===== config.mk =====
export PLATFORM = sky130hd
export DESIGN_NAME = microop_sequencer
export DESIGN_NICKNAME = d
export VERILOG_FILES = /design/src/rtl/microop_sequencer.sv
export SDC_FILE = /design/constraint.sdc
export NUM_CORES = 1
export LEC_CHECK = 0
export CAP_MARGIN = 20
export CORE_UTILIZATION = 44
export CTS_BUF_LIST = sky130_fd_sc_hd__clkbuf_4 sky130_fd_sc_hd__clkbuf_8
export CTS_CLUSTER_DIAMETER = 100
export DETAILED_ROUTE_END_ITERATION = 8
export PLACE_DENSITY = 0.83
export RECOVER_POWER = 50
export SYNTH_ARGS = -nofsm -noshare
export SYNTH_HDL_FRONTEND = slang
export SYNTH_SLANG_ARGS = --single-unit

===== constraint.sdc =====
create_clock -name clk_i -period 2.3 [get_ports clk_i]
set_clock_uncertainty 0.15 [all_clocks]
set_input_delay 0.23 -clock clk_i [delete_from_list [all_inputs] [get_ports clk_i]]
set_output_delay 0.23 -clock clk_i [all_outputs]
set_load 0.02 [all_outputs]

===== src/rtl/microop_sequencer.sv =====
// microop_sequencer
//   Sequences the microcode store. After reset it optionally runs a bootstrap
//   loader that streams bytes into the store. It then steps the micro-op
//   counter and loads the opcode register as the current microcode word
//   directs. The microcode address is {opcode_q, count_q}.
//
//   state      | meaning
//   -----------+------------------------------------------------------------
//   BOOT_IDLE  | loader ready, waiting for a bootstrap byte
//   BOOT_WRITE | one-cycle active-low write strobe for the latched byte
//   RUN        | executing microcode, one word per unstalled cycle
//   FAULT      | micro-op count overran 31; frozen until reset
//
// Ports
//   clk_i, rst_i          clock, synchronous active-high reset
//   ctrl_in_i             current microcode word ([24] opcode_sel,
//                         [15] misc/count reset, [14:12] in_plane)
//   bus_opcode_i          opcode source when opcode_sel=1
//   opword_opcode_i       opcode source when opcode_sel=0
//   stall_i               hold the sequencer this cycle
//   uaddr_o               microcode address {opcode_q, count_q}
//   step_en_o             current word executes this cycle
//   uop_fault_o           sticky count-overrun flag
//   boot_valid_i/data_i   bootstrap byte offer
//   boot_ready_o          loader accepts a byte this cycle
//   bootstrap_addr_o      byte address into the microcode store
//   bootstrap_data_o      byte to write
//   bootstrap_n_we_o      active-low write strobe
//   n_booted_o            high until bootstrap completes
module microop_sequencer #(
  parameter bit BOOTSTRAP  = 1'b1,
  parameter int BOOT_BYTES = 8192
) (
  input  logic        clk_i,
  input  logic        rst_i,
  input  logic [31:0] ctrl_in_i,
  input  logic [5:0]  bus_opcode_i,
  input  logic [5:0]  opword_opcode_i,
  input  logic        stall_i,
  output logic [10:0] uaddr_o,
  output logic        step_en_o,
  output logic        uop_fault_o,
  input  logic        boot_valid_i,
  input  logic [7:0]  boot_data_i,
  output logic        boot_ready_o,
  output logic [12:0] bootstrap_addr_o,
  output logic [7:0]  bootstrap_data_o,
  output logic        bootstrap_n_we_o,
  output logic        n_booted_o
);

  typedef enum logic [1:0] {
    BOOT_IDLE  = 2'd0,
    BOOT_WRITE = 2'd1,
    RUN        = 2'd2,
    FAULT      = 2'd3
  } state_e;

  localparam state_e      ENTRY_STATE = BOOTSTRAP ? BOOT_IDLE : RUN;
  localparam logic [12:0] LAST_BYTE   = 13'(BOOT_BYTES - 1);
  localparam logic [2:0]  IN_OPCODE   = 3'd6;

  state_e      state_q, state_d;
  logic [5:0]  opcode_q, opcode_d;
  logic [4:0]  count_q, count_d;
  logic [12:0] byte_cnt_q, byte_cnt_d;
  logic [12:0] boot_addr_q, boot_addr_d;
  logic [7:0]  boot_data_q, boot_data_d;
  logic        fault_q, fault_d;

  logic       misc;
  logic [2:0] in_plane;
  logic       opcode_sel;
  logic       unused_ctrl;

  assign misc        = ctrl_in_i[15];
  assign in_plane    = ctrl_in_i[14:12];
  assign opcode_sel  = ctrl_in_i[24];
  assign unused_ctrl = ^{ctrl_in_i[31:25], ctrl_in_i[23:16], ctrl_in_i[11:0]};

  always_ff @(posedge clk_i) begin
    if (rst_i) begin
      state_q     <= ENTRY_STATE;
      opcode_q    <= 6'd0;
      count_q     <= 5'd0;
      byte_cnt_q  <= 13'd0;
      boot_addr_q <= 13'd0;
      boot_data_q <= 8'd0;
      fault_q     <= 1'b0;
    end else begin
      state_q     <= state_d;
      opcode_q    <= opcode_d;
      count_q     <= count_d;
      byte_cnt_q  <= byte_cnt_d;
      boot_addr_q <= boot_addr_d;
      boot_data_q <= boot_data_d;
      fault_q     <= fault_d;
    end
  end

  always_comb begin
    state_d          = state_q;
    opcode_d         = opcode_q;
    count_d          = count_q;
    byte_cnt_d       = byte_cnt_q;
    boot_addr_d      = boot_addr_q;
    boot_data_d      = boot_data_q;
    fault_d          = fault_q;
    step_en_o        = 1'b0;
    boot_ready_o     = 1'b0;
    bootstrap_n_we_o = 1'b1;

    case (state_q)
      BOOT_IDLE: begin
        boot_ready_o = 1'b1;
        if (boot_valid_i) begin
          boot_data_d = boot_data_i;
          boot_addr_d = byte_cnt_q;
          state_d     = BOOT_WRITE;
        end
      end
      BOOT_WRITE: begin
        bootstrap_n_we_o = 1'b0;
        if (byte_cnt_q == LAST_BYTE) begin
          state_d = RUN;
        end else begin
          byte_cnt_d = byte_cnt_q + 13'd1;
          state_d    = BOOT_IDLE;
        end
      end
      RUN: begin
        step_en_o = !stall_i;
        if (!stall_i) begin
          if (in_plane == IN_OPCODE) begin
            opcode_d = opcode_sel ? bus_opcode_i : opword_opcode_i;
          end
          // Counter reset takes priority over overrun detection.
          if (misc) begin
            count_d = 5'd0;
          end else if (count_q == 5'd31) begin
            fault_d = 1'b1;
            state_d = FAULT;
          end else begin
            count_d = count_q + 5'd1;
          end
        end
      end
      FAULT: begin
      end
      default: state_d = ENTRY_STATE;
    endcase
  end

  assign uaddr_o          = {opcode_q, count_q};
  assign uop_fault_o      = fault_q;
  assign bootstrap_addr_o = boot_addr_q;
  assign bootstrap_data_o = boot_data_q;
  // The microcode output enable must stay off until the store is loaded.
  assign n_booted_o       = (state_q == BOOT_IDLE) || (state_q == BOOT_WRITE);

endmodule

==> impl_metrics.yaml, run 1 <==
clock_network:
  clkTransAtPathRegs_ns: 0.09
  h-tree-depth: 2
  clkLatencyLatePin_ns: 0.30
  numClockSinks: 48
  tritoncts: "done"
  hold_buffers: 0
  cts_max_path_buffers: 2
  cts_setup_buffers: 0
  root_buffer: "clkbuf_8"
  cts_buffers: 5
floorplanning:
  core_area_sq_um: 4750
  die_w_um: 72.4
  die-height_um: 72.4
  rows: 25
  io_pins: 93
  die_area_sq_um: 5240
  initial_core_util_pct: 45.9
global_routing:
  grt_max_degree: 38
  grt_pass1_vias: 1743
  busiest_layer: "met2"
  gr-total-overflow: 0
  met2_usage_pct: 30.4
  grt_use_met3_pct: 4.58
  track_usage_pct: 18.2
  grt_pass1_wl_um: 7580
  met1_usage_pct: 22.5
  antenna_found_initial: 0
place:
  placed_cells: 376
  port-buffer-count: 65
  placed_cell_area_sq_um: 2880
  place.gp.congestion: 0.790
  place_hpwl_um: 3180
yosys:
  yosysWarnings: 0
  synthAdderAreaFrac_pct: 4.59
  yosysMostFrequentCell: "dfxtp_1"
  synth_cells: 253
  synth-edff-count: 0
  synth_top_area_cell: "dfxtp_1"
  ys_seq_area_share_pct: 44.1
  synth-compound-area-share_pct: 16.6
  yosysTopAreaCellShare_pct: 44.1
  synth_top_family_by_area: "simple AND/OR/NAND/NOR gates"
  synth_area_leaders: "dfxtp_1 (44%), nand2_1 (8.1%), a21oi_1 (6.7%)"
  synth_fp_nets: 317
  ys_ff_latch: 48
  netlist_area_sq_um: 2180
  syn_area_per_cell_sq_um: 8.62
  muxShareOfSynthArea_pct: 4.82
  ys_types: 44
  synth-xor-area-share_pct: 0.803
  ys_dominant_reg_cell: "dfxtp_1"
  yosys.area_share.simple_pct: 24.5
  synth_commonest_cells: "dfxtp_1 (48), nand2_1 (47), a21oi_1 (29)"
  synthArstFlopShare_pct: 0
power:
  irDropWorstVdd_mv: 0.327
  p_per_area_nw_per_um2: 585
  leakage_nw: 1.16
min_path:
  hp-class: "in2reg"
  min-delay-start: "rst_i"
  hold_depth: 2
  hold_end: "byte_cnt_q[12]"
timing:
  finalSetupViolCount: 0
  finalCritPeriodShare_pct: 97.0
  setup_tns_ns: 0
  max_freq_mhz: 448
  fin_crit_ns: 2.23
  rsz0062_at_grt: "no"
  tightest_slew_ns: 0.662
  final-max-slew-violation-count: 0
  hold_viol_final: 0
  max-slew-margin-rel_pct: 55.8
setup_path:
  crit_type: "reg2out"
  end_kind: "primary output"
  r2r-end: "state_q[0]"
  start_kind: "register"
  r2r_slack_ns: 0.15
  cp_max_fo: 9
  rr_worst_depth: 7
  critical_path_arrival_ns: 1.85
  timing.rr.start: "count_q[0]"
  cp.required_ns: 1.92
cells_and_area:
  fill_cells: 423
  fin_area_sq_um: 3000
  syn_to_final_growth_pct: 37.5
  drive_above_1_share_pct: 7.57
  final_cells: 384
  final_core_utilization_pct: 63.1
  nets: 380
  diodes: 0
status:
  outcome: "finished, final reports clean"
detailed_routing:
  avgRoutedWirePerCell_um: 11.8
  ant_nets: 0
  detail_route.first_pass.iterations: 4
  drc: 0
  drt_iter0_drc: 86
  routed_wl_um: 4510
  via_per_inst: 5.18
  vias: 1990
job:
  maxCapViolCount: 0
-- state kept, by name, indices dropped and copies added (netlist names) --
name / cells
bootstrap_data_o: 8
byte_cnt_q: 13
bootstrap_addr_o: 13
opcode_q: 6
count_q: 5
uop_fault_o: 1
state_q: 2
-- worst max-delay path, cell delays in order (launching register included) --
cell	delay [ns]
dfxtp_1	0.36
inv_1	0.09
ha_2	0.25
or2_2	0.31
clkdlybuf4s50_1	0.54
-- cells by family (layout without fill, tap and decap cells) --
| group | after synthesis | count (layout) |
|---|---|---|
| flops | 48 | 48 |
| fa+ha+maj | 8 | 8 |
| simple gates | 107 | 107 |
| buf+inv | 23 | 87 |
| mux | 10 | 10 |
| compound gates | 55 | 55 |
| xor+xnor | 2 | 2 |
-- stage by stage --
stage               worst slack, ns  hold slack [ns]  power [mW]
detailed placement            0.173            0.296        1.17
global placement              0.228            0.292        1.16
floorplan                     0.193            0.216        1.04
global route               0.000750            0.321        1.83
CTS                          0.0559            0.288        1.77
finish                       0.0698            0.288        1.75
-- how the worst max path moves through the flow --
stage,startpoint,to,depth (start not counted)
after global routing,state_q[1],n_booted_o,4
after CTS,state_q[1],n_booted_o,4
final,state_q[1],n_booted_o,4
after detailed placement,count_q[0],state_q[0],7
after global placement,count_q[0],state_q[0],7
after floorplan,count_q[0],state_q[0],7
-- area by class of cell --
class	instances	area, sq um	share of cell area (%)
Timing Repair Buffer	71	687	22.9
Clock inverter	3	42.5	1.42
Clock buffer	5	68.8	2.29
Tap cell	67	83.8	2.80
Inverter	8	30.0	1.00
Sequential cell	48	961	32.0
Multi-Input combinational cell	182	1130	37.5
-- power breakdown --
group / internal (mW) / total (mW) / switching [mW] / leakage (nW)
clock network: 0.322 / 0.606 / 0.284 / 0.0541
logic: 0.136 / 0.278 / 0.142 / 0.722
registers: 0.853 / 0.870 / 0.0163 / 0.388
total: 1.31 / 1.75 / 0.443 / 1.16
-- per-layer routing --
layer | routed length (um) | share of wire (%) | vias to the layer above
li1 | - | - | 1012
met1 | 2020 | 45 | 910
met2 | 2170 | 48 | 62
met3 | 261 | 5.8 | 6
met4 | 67 | 1.5 | 0
met5 | 0 | 0 | -
-- layout by cell type, fill, tap and decap left out, types with 3 or more instances in the layout --
cell             count
dlygate4sd3_1       25
inv_1                8
clkbuf_8             5
nor2b_1              3
ha_1                 7
nor3_1               4
nand4_1              4
buf_4                5
nand3_1              4
a21oi_1             29
nor2_1              23
nand2_1             47
dfxtp_1             48
clkdlybuf4s50_1     39
o21ai_0              6
a211oi_1             9
mux2i_1              9
and4_1               3
and3_1               3
-- timing repair --
action / in CTS / in global routing
resized for setup: 1 / 1
endpoints found under the setup margin: 1 / 2
pin swaps: 0 / 0
gates cloned: 0 / 0
(Power assumes the default switching activity.)
==> run 2, diff against run 1 <==
Settings changed: SETUP_SLACK_MARGIN set to 0.3, SLEW_MARGIN set to 20.
==> run 2 against run 1 <==
Net effect: sequential share of layout area fell by 0.25 points; register-to-register slack improved by 0.09 ns; core utilization grew 1.0 points; global-route usage grew 0.47 points; critical path type unchanged.
==> impl_metrics.yaml, run 2 (synthesized netlist as in run 1, its figures left out) <==
floorplanning:
  initial_core_util_pct: 45.9
  die-height_um: 72.4
  die_w_um: 72.4
  die_area_sq_um: 5240
  rows: 25
  core_area_sq_um: 4750
  io_pins: 93
detailed_routing:
  avgRoutedWirePerCell_um: 12.4
  vias: 1985
  routed_wl_um: 4790
  drt_iter0_drc: 70
  ant_nets: 0
  detail_route.first_pass.iterations: 4
  via_per_inst: 5.13
  drc: 0
setup_path:
  crit_type: "reg2out"
  critPathMaxStageDelay_ns: 0.36
  worstPathCellList: "inv_1, ha_1, or2_2, dlygate4sd2_1"
  critical_path_arrival_ns: 1.73
  timing.rr.start: "state_q[1]"
  cp.required_ns: 1.92
  r2r_slack_ns: 0.24
  critPathBufInv: 2
  cp_max_fo: 9
  cpMaxStageDelayCell: "dfxtp_1"
  start_kind: "register"
  end_kind: "primary output"
  crit_family: "buffers and inverters"
  crit_start: "state_q[1]"
clock_network:
  hold_buffers: 0
  cts_buffers: 5
  root_buffer: "clkbuf_8"
  clkTransAtPathRegs_ns: 0.09
  numClockSinks: 48
  tritoncts: "done"
  h-tree-depth: 2
  clkLatencyLatePin_ns: 0.31
  cts_max_path_buffers: 2
cells_and_area:
  drive_above_1_share_pct: 9.69
  final_core_utilization_pct: 64.1
  syn_to_final_growth_pct: 39.7
  fin_area_sq_um: 3050
  diodes: 0
  nets: 383
  seq_area_sq_um: 968
  mostFrequentLayoutCell: "nand2_1"
  layout_common_cells: "nand2_1 (47), dfxtp_1 (46), clkdlybuf4s50_1 (31)"
  multi_input_area_sq_um: 1160
  fill_cells: 437
timing:
  tightest_slew_ns: 0.660
  final-max-slew-violation-count: 0
  max_freq_mhz: 474
  setup_tns_ns: 0
  setup_ws_ns: 0.192
  fin_crit_ns: 2.11
  rsz0062_at_grt: "yes"
  hold_viol_final: 0
  max-slew-margin-rel_pct: 56.0
  finalCritPeriodShare_pct: 91.6
  finalSetupViolCount: 0
power:
  switchingPower_uw: 460
  p_int_mw: 1.30
  p_per_area_nw_per_um2: 578
  p_sw_share_pct: 26.1
  totalPowerFinal_mw: 1.76
  irDropWorstVdd_mv: 0.321
  comb_power_share_pct: 15.5
  seq_power_share_pct: 49.2
  pwr-share-clk_pct: 35.3
  leakage_nw: 1.19
global_routing:
  track_usage_pct: 18.7
  grt_pass1_wl_um: 7800
  grt_pass1_vias: 1850
  grt_max_degree: 37
  gr-total-overflow: 0
  antenna_found_initial: 0
place:
  placed_cell_area_sq_um: 2890
  place.gp.congestion: 0.800
  preCtsSetupSlack_ns: 0.218
  place_hpwl_um: 3220
  port-buffer-count: 65
status:
  outcome: "finished, final reports clean"
min_path:
  hp-class: "in2reg"
  min-delay-start: "rst_i"
job:
  maxCapViolCount: 0
## run 2: area by class of cell
class | count | area share, %
flip-flops and latches | 48 | 31.8
clock buffers | 5 | 2.26
clock inverters | 3 | 1.36
multi-input cells | 182 | 37.9
repair buffers | 74 | 22.9
well taps | 67 | 2.75
inverters | 8 | 0.986
## run 2: layer usage
metal  vias to the layer above  GRT usage, %  wire (um)  share of wire [%]
met2                        54          33.0       2360                 49
met3                         9          4.86        221                4.6
met1                       910          21.8       2140                 45
met4                         0          6.54         64                1.3
li1                       1012             -          -                  -
met5                         -             0          0                  0
## run 2: metrics by stage
step                instances  hold WS [ns]
floorplan                 253         0.216
global placement          376         0.291
detailed placement        376         0.296
CTS                       386         0.296
global route              387         0.323
finish                    387         0.289
## run 2: final timing paths
check,to,cells after the start
setup / recovery,n_booted_o,4
hold / removal,byte_cnt_q[12],2
setup reg to reg,byte_cnt_q[5],6
hold reg to reg,bootstrap_addr_o[7],2
## run 2: worst reg2reg max path, delay by kind of cell, from the launching register on
family                   cells  cell delay [ns]
adder cells (fa/ha/maj)      1             0.40
buffers and inverters        1             0.09
AND/OR/NAND/NOR              3             0.70
multiplexers                 1             0.29
flip-flops                   1             0.33
## run 2: power groups by stage
stage / logic, mW / registers [mW] / clock network, mW
2_1_floorplan: 0.134 / 0.901 / 0
3_3_place_gp: 0.271 / 0.886 / 0
3_5_place_dp: 0.277 / 0.887 / 0
4_1_cts: 0.272 / 0.868 / 0.626
5_1_grt: 0.301 / 0.871 / 0.647
6_report: 0.273 / 0.867 / 0.621
## run 2: timing repair
item                                   in CTS  in global routing
pin swaps                                   1                  4
setup buffers                               2                  1
endpoints found under the hold margin       0                  0
setup endpoints to repair                   7                  5
resized for setup                           8                  4
==> run 3, diff against run 2 <==
==> constraint.sdc (replaced) <==
create_clock -name clk_i -period 2.3 [get_ports clk_i]
set_clock_uncertainty 0.15 [all_clocks]
set_input_delay 0.575 -clock clk_i [delete_from_list [all_inputs] [get_ports clk_i]]
set_output_delay 0.575 -clock clk_i [all_outputs]
set_load 0.02 [all_outputs]
==> run 3 against run 2 <==
Net effect: clock power decreased by 14%; total power down 3.6%; die area is the same; first-iteration DRC count increased by 110%; worst hold slack better by 0.018 ns; critical path depth grew 3; non-clock buffer count rose by 7.
==> impl_metrics.yaml, run 3 (synthesized netlist as in run 1, its figures left out) <==
detailed_routing:
  drc: 0
  routed_wl_um: 4910
  detail_route.first_pass.iterations: 4
  ant_nets: 0
  drt_iter0_drc: 145
  via_per_inst: 5.14
  vias: 2024
  avgRoutedWirePerCell_um: 12.5
floorplanning:
  io_pins: 93
  initial_core_util_pct: 45.9
  rows: 25
  die_w_um: 72.4
  die-height_um: 72.4
  die_area_sq_um: 5240
  core_area_sq_um: 4750
setup_path:
  crit_path_frequent_cell: "ha_4"
  timing.rr.start: "count_q[0]"
  start_kind: "register"
  critPathMaxStageDelay_ns: 0.40
  critPathBufInv: 0
  end_kind: "register"
  worstPathCellList: "ha_4, and3_4, ha_4, or3b_4, a221oi_4, o211ai_1, a21oi_1"
  crit_start: "count_q[0]"
  cp_max_fo: 4
  critical_path_arrival_ns: 2.20
  cp.required_ns: 2.39
  cpMaxStageDelayCell: "dfxtp_1"
  crit_family: "compound AO/OA/AOI/OAI gates"
  crit_type: "reg2reg"
clock_network:
  tritoncts: "done"
  h-tree-depth: 2
  hold_buffers: 0
  clkLatencyLatePin_ns: 0.30
  numClockSinks: 48
  clkTransAtPathRegs_ns: 0.09
  cts_buffers: 5
  cts_max_path_buffers: 2
  root_buffer: "clkbuf_8"
global_routing:
  grt_pass1_vias: 1846
  grt_pass1_wl_um: 7990
  gr-total-overflow: 0
  grt_max_degree: 25
  antenna_found_initial: 0
  track_usage_pct: 19.5
power:
  leakage_nw: 1.14
  irDropWorstVdd_mv: 0.259
  p_per_area_nw_per_um2: 560
  totalPowerFinal_mw: 1.70
timing:
  tightest_slew_ns: 0.432
  setup_ws_ns: 0.192
  finalSetupViolCount: 0
  finalCritPeriodShare_pct: 91.6
  final-max-slew-violation-count: 0
  max-slew-margin-rel_pct: 71.2
  max_freq_mhz: 474
  fin_crit_ns: 2.11
  rsz0062_at_grt: "yes"
  hold_viol_final: 0
place:
  preCtsSetupSlack_ns: -0.278
  place_hpwl_um: 3360
  port-buffer-count: 65
  place.gp.congestion: 0.772
cells_and_area:
  drive_above_1_share_pct: 15.0
  nets: 390
  diodes: 0
  layout_common_cells: "nand2_1 (47), dfxtp_1 (47), clkdlybuf4s50_1 (37)"
  syn_to_final_growth_pct: 39.1
min_path:
  hp-class: "reg2reg"
  min-delay-start: "bootstrap_addr_o[12]"
status:
  outcome: "finished, final reports clean"
job:
  maxCapViolCount: 0
-- run 3: per-layer routing --
metal / GRT usage (%) / up-vias / wire, um
met5: 0 / - / 0
met4: 5.88 / 0 / 77
met3: 5.69 / 9 / 249
met2: 34.5 / 55 / 2450
met1: 22.7 / 931 / 2140
li1: - / 1029 / -
-- run 3: final timing paths --
| kind | end | slack [ns] | cells past startpoint |
|---|---|---|---|
| worst max register to register | state_q[1] | 0.19 | 7 |
| worst min-delay path | bootstrap_addr_o[12] | 0.31 | 2 |
| worst min register to register | bootstrap_addr_o[12] | 0.31 | 2 |
| worst max-delay path | state_q[1] | 0.19 | 7 |
-- run 3: tightest hold or removal path: stages, from the launching register on --
cell     delay (ns)
dfxtp_1        0.31
nand2_1        0.05
a21oi_1        0.05
-- run 3: layout make-up --
| cell class | instances | area [sq um] |
|---|---|---|
| clock buffers | 7 | 90.1 |
| well taps | 67 | 83.8 |
| fillers | 463 | 1720 |
| multi-input cells | 182 | 1210 |
| repair buffers | 81 | 649 |
| flip-flops and latches | 48 | 965 |
| inverters | 8 | 30.0 |
| clock inverters | 1 | 7.51 |
-- run 3: what timing repair did --
| item | 4_1_cts | 5_1_grt |
|---|---|---|
| setup buffers | 5 | 2 |
| setup endpoints to repair | 15 | 22 |
| endpoints found under the hold margin | 0 | 0 |
| resized for setup | 41 | 24 |
| gates cloned | 0 | 0 |
| pin swaps | 3 | 4 |
-- run 3: power breakdown --
part	switching, mW	total, mW	internal (mW)
Clock	0.274	0.531	0.256
Sequential	0.0161	0.868	0.852
Combinational	0.158	0.299	0.141
-- run 3: stage by stage --
step | hold WS [ns] | TNS [ns] | util, % | cells | area [sq um]
floorplan | 0.307 | 0 | - | 253 | 2190
global placement | 0.291 | -0.228 | 61.3 | 379 | 2910
detailed placement | 0.297 | -0.278 | 61.3 | 379 | 2910
CTS | 0.309 | 0 | 65.2 | 392 | 3100
global route | 0.328 | 0 | 63.8 | 394 | 3030
finish | 0.307 | 0 | 63.8 | 394 | 3030
==> edit 1, RTL diff (config.mk and constraints of run 3) <==
Change the parameter `BOOTSTRAP` from 1'b1 to 1'b0.
--- a/src/rtl/microop_sequencer.sv
+++ b/src/rtl/microop_sequencer.sv
@@ -28,7 +28,7 @@
 //   bootstrap_n_we_o      active-low write strobe
 //   n_booted_o            high until bootstrap completes
 module microop_sequencer #(
-  parameter bit BOOTSTRAP  = 1'b1,
+  parameter bit BOOTSTRAP  = 1'b0,
   parameter int BOOT_BYTES = 8192
 ) (
   input  logic        clk_i,
Formal check against the unedited RTL: not equivalent (Yosys sat finds a counterexample within 4 cycles, from zero or initial values and one cycle with rst_i high).
==> edit 1 against run 3 <==
Synthesized area decreased by 4.7%; first-iteration DRC count decreased by 4.1%; routed wire length decreased by 5.6%; critical endpoint is now state_q[1]$_SDFFE_PP1P_; total power increased by 22%; largest cell class unchanged; worst setup slack got worse by 26 ps; the flow now finishes with violations (DRC); critical path depth increased by 1; final area decreased by 4.0%; clock power increased by 14%; hold slack got worse by 1.5 ps; critical path type unchanged; sequential cell count unchanged; sequential power increased by 3.7%.
==> edit 1: results (changes against run 3) <==
| Metric | Value |
|---|---|
| Nets | 385 (-1.3%) |
| Adder-Cell Fraction of Synth Area | 0.0482 (+0.00227) |
| Fillers | 395 (-15%) |
| Status | complete, but fails checks |
| Layout cells sized above 1 | 0.137 (-0.0132) |
| Synth Area in Compound Gates | 0.179 (+0.0130) |
| Pin count of the biggest net entering global routing | 30 (+20%) |
| Pre-CTS WS | -246 ps (+32.2 ps) |
| Synth area leaders | dfxtp_1 46%, nand2_1 8.9%, a21oi_1 8.4% |
| WL/cell | 12.4 um (-0.53%) |
| Data arrival time of the critical path | 2230 ps (+30 ps) |
| Worst Max-Slew Pin Slew | 511 ps (+79.5 ps) |
| Post-place instance area | 2860 um^2 (-1.8%) |
| Post-synth cell types | 34 (-23%) |
| Hpwl dp | 3250 um (-3.2%) |
| DRC | 4 (+4) |
| Final hold slack | 305 ps (-1.53 ps) |
| DR iter-0 viols | 139 (-4.1%) |
| Post-synthesis sequential area ratio | 0.462 (+0.0218) |
| Vias in the first global route | 1818 (-1.5%) |
| Worst reg2reg setup slack | 170 ps (-30 ps) |
| Commonest cells in the netlist | 49 x nand2_1, 48 x dfxtp_1, 35 x a21oi_1, 19 x nor2_1, 10 x a211oi_1 |
| Total number of vias | 1951 (-3.6%) |
| Min-delay src | bootstrap_addr_o[8]$_SDFFE_PP0P_ |
| Post-synthesis xor/xnor area fraction | 0.00421 (-0.00382) |
| GP Congestion | 0.778 (+0.84%) |
| Syn Area/Cell | 8.48 um^2 (-1.6%) |
| Failing checks | DRC |
## edit 1: worst max-delay path, delay by kind of cell, from the launching register on
kind	cells	cell delay, ps
and+or+nand+nor	2	580
DFF	1	410
adders and majority gates	2	280
buffers and inverters	2	260
AOI/OAI and AO/OA	2	400
## edit 1: path summary, 6_finish.rpt
kind	to	depth (start not counted)
max	state_q[1]$_SDFFE_PP1P_	8
min	bootstrap_addr_o[8]$_SDFFE_PP0P_	2
max reg2reg	state_q[1]$_SDFFE_PP1P_	8
min reg2reg	bootstrap_addr_o[8]$_SDFFE_PP0P_	2
## edit 1: routing by layer
| metal | routed length [um] | global-route usage | share of wire |
|---|---|---|---|
| met1 | 2040 | 0.215 | 0.44 |
| met2 | 2290 | 0.343 | 0.49 |
| met3 | 265 | 0.0598 | 0.057 |
| met4 | 50 | 0.0556 | 0.011 |
| met5 | 0 | 0 | 0 |
## edit 1: cell type report
cell class	count	area (um^2)	share of cell area
Multi-Input combinational cell	178	1100	0.379
Sequential cell	48	965	0.331
Timing Repair Buffer	82	647	0.222
Clock buffer	5	68.8	0.0236
Tap cell	52	65.1	0.0223
Clock inverter	3	41.3	0.0142
Inverter	6	22.5	0.00774
## edit 1: power by group through the flow
| stage | sequential (uW) | combinational [uW] | clock (uW) |
|---|---|---|---|
| final | 900 | 575 | 603 |
| after global routing | 906 | 624 | 660 |
| after CTS | 903 | 571 | 617 |
| after detailed placement | 917 | 535 | 0 |
| after global placement | 914 | 527 | 0 |
| after floorplan | 941 | 254 | 0 |
## edit 1: what timing repair did
item | 4_1_cts | 5_1_grt
setup buffers | 5 | 1
pin swaps | 4 | 3
endpoints found under the setup margin | 11 | 29
resized for setup | 36 | 29
==> edit 2, RTL diff (settings of run 3) <==
Made on the original files. Re-encode `state_e` (4 states) as Gray code, 2 bits wide.
--- a/src/rtl/microop_sequencer.sv
+++ b/src/rtl/microop_sequencer.sv
@@ -50,10 +50,10 @@
 );
 
   typedef enum logic [1:0] {
-    BOOT_IDLE  = 2'd0,
-    BOOT_WRITE = 2'd1,
-    RUN        = 2'd2,
-    FAULT      = 2'd3
+    BOOT_IDLE  = 2'b00,
+    BOOT_WRITE = 2'b01,
+    RUN        = 2'b11,
+    FAULT      = 2'b10
   } state_e;
 
   localparam state_e      ENTRY_STATE = BOOTSTRAP ? BOOT_IDLE : RUN;
Formal check against the unedited RTL: same outputs for any inputs over 10 cycles, from zero or initial values and one cycle with rst_i high; not proved beyond that.
==> edit 2 against run 3 <==
Synthesized cell count shrank 5.5%; non-clock buffer count decreased by 6; sequential power shrank 2%; synthesized area shrank 6.5%; sequential cell count stayed put; routed wire length is 0.73% lower; global-route usage is 1.3 points higher; die area fell by 6.4%; maximum frequency is 5.7% higher; utilization is 2.2 points lower; final area decreased by 10%; total power shrank 13%; worst setup slack improved by 110 ps; largest cell class unchanged; largest power group unchanged.
==> edit 2: results (changes against run 3) <==
| Metric | Value |
|---|---|
| Status | completed |
| Antenna Cells | 0 (unchanged) |
| WL/cell | 13.5 um (+8.3%) |
| Peak fanout along the critical path | 12 (+8) |
| Mapped Cells | 239 (-5.5%) |
| Dpl cells | 351 (-7.4%) |
| GP Congestion | 0.767 (-0.60%) |
| Wire length of the first global-routing pass | 8180 um (+2.3%) |
| Top_reg_cell synth | dfxtp_1 |
| DR iter-0 viols | 117 (-19%) |
| H-tree depth | 2 (unchanged) |
| Maximum vdd drop | 0.000288 V (+11%) |
| Data arrival time of the critical path | 2080 ps (-120 ps) |
| Post-place instance area | 2750 um^2 (-5.5%) |
| Final WL | 4880 um (-0.73%) |
| Nets | 369 (-5.4%) |
| Tot GR Track Use | 0.208 (+0.0133) |
| Post-synthesis sequential area ratio | 0.471 (+0.0308) |
| Post-synth cell types | 39 (-11%) |
| Synth area leaders | dfxtp_1 47%, a21oi_1 9.1%, nand2_1 9.0% |
| Commonest cells in the netlist | 49 x nand2_1, 48 x dfxtp_1, 37 x a21oi_1, 18 x nor2_1 |
| Fillers | 411 (-11%) |
| Detailed-route vias per instance | 5.32 (+3.5%) |
| Vias in the first global route | 1911 (+3.5%) |
| CTS clock-pin slew for the worst setup and hold paths | 90 ps (about the same) |
| Syn nets | 299 (-5.7%) |
| Leak Pwr | 0.000994 uW (-13%) |
| Worst Max-Slew Pin Slew | 409 ps (-22.9 ps) |
| Antenna violations before repair | 0 (unchanged) |
| Hpwl dp | 3450 um (+2.9%) |
| Yosys warns | 0 (unchanged) |
| Layout cells sized above 1 | 0.123 (-0.0269) |
## edit 2: changes by cell type after synthesis, moves of 3 or more
| cell | change |
|---|---|
| a21oi_1 | +8 |
| nor2_1 | -5 |
| ha_1 | -4 |
| o31ai_1 | +4 |
| or3_1 | +4 |
| a211oi_1 | -3 |
| and4_1 | -3 |
| nor3_1 | -3 |
| or4_1 | +3 |
## edit 2: layout make-up
type,count,area share
Multi-Input combinational cell,172,0.368
Sequential cell,48,0.357
Timing Repair Buffer,75,0.212
Clock buffer,5,0.0253
Tap cell,52,0.0239
Inverter,7,0.00966
Clock inverter,2,0.00460
## edit 2: final timing paths
kind / startpoint / to / slack (ps) / cells past startpoint
worst max-delay path: byte_cnt_q[0]$_SDFFE_PP0P_ / byte_cnt_q[5]$_SDFFE_PP0P_ / 310 / 6
worst min-delay path: bootstrap_data_o[4]$_SDFFE_PP0P_ / bootstrap_data_o[4]$_SDFFE_PP0P_ / 310 / 2
worst max register to register: byte_cnt_q[0]$_SDFFE_PP0P_ / byte_cnt_q[5]$_SDFFE_PP0P_ / 310 / 6
worst min register to register: bootstrap_data_o[4]$_SDFFE_PP0P_ / bootstrap_data_o[4]$_SDFFE_PP0P_ / 310 / 2
## edit 2: critical path, cell delays in order, from the launching register on
cell and delay (ps):
dfxtp_2 350, ha_2 200, nand3_1 250, o41ai_4 140
buf_4 180, or4_1 510, a21oi_1 140
## edit 2: power breakdown
part           total, uW  internal, uW  switching (uW)
clock network        480           206             274
registers            852           843            8.98
logic                154          75.4            78.5
total               1490          1120             361
## edit 2: per-stage QoR
step | util | setup WS (ps) | hold slack [ps]
CTS | 0.639 | 139 | 308
floorplan | - | 349 | 282
global placement | 0.624 | -261 | 289
detailed placement | 0.624 | -296 | 296
finish | 0.616 | 305 | 306
global route | 0.616 | 186 | 334
## edit 2: cell families after synthesis
logic type                 count (synthesis)  synth area share
adders and majority gates                  4            0.0246
xor gates and xnor gates                   1           0.00430
AOI/OAI and AO/OA                         58             0.170
DFF                                       48             0.471
muxes                                      9            0.0448
buffers and inverters                     19            0.0393
and+or+nand+nor                          100             0.246
## edit 2: per-layer routing
layer / track usage / vias up / wire (um)
met2: 0.376 / 83 / 2510
met3: 0.0678 / 7 / 375
li1: - / 968 / -
met4: 0.0756 / 0 / 65
met1: 0.226 / 862 / 1930
met5: 0 / - / 0
## edit 2: repair_timing
item / CTS / global route
cloned: 0 / 0
buffers inserted: 0 / 3
pin swaps: 0 / 2
resized for setup: 15 / 37
hold buffers: 0 / 0
setup endpoints to repair: 11 / 43
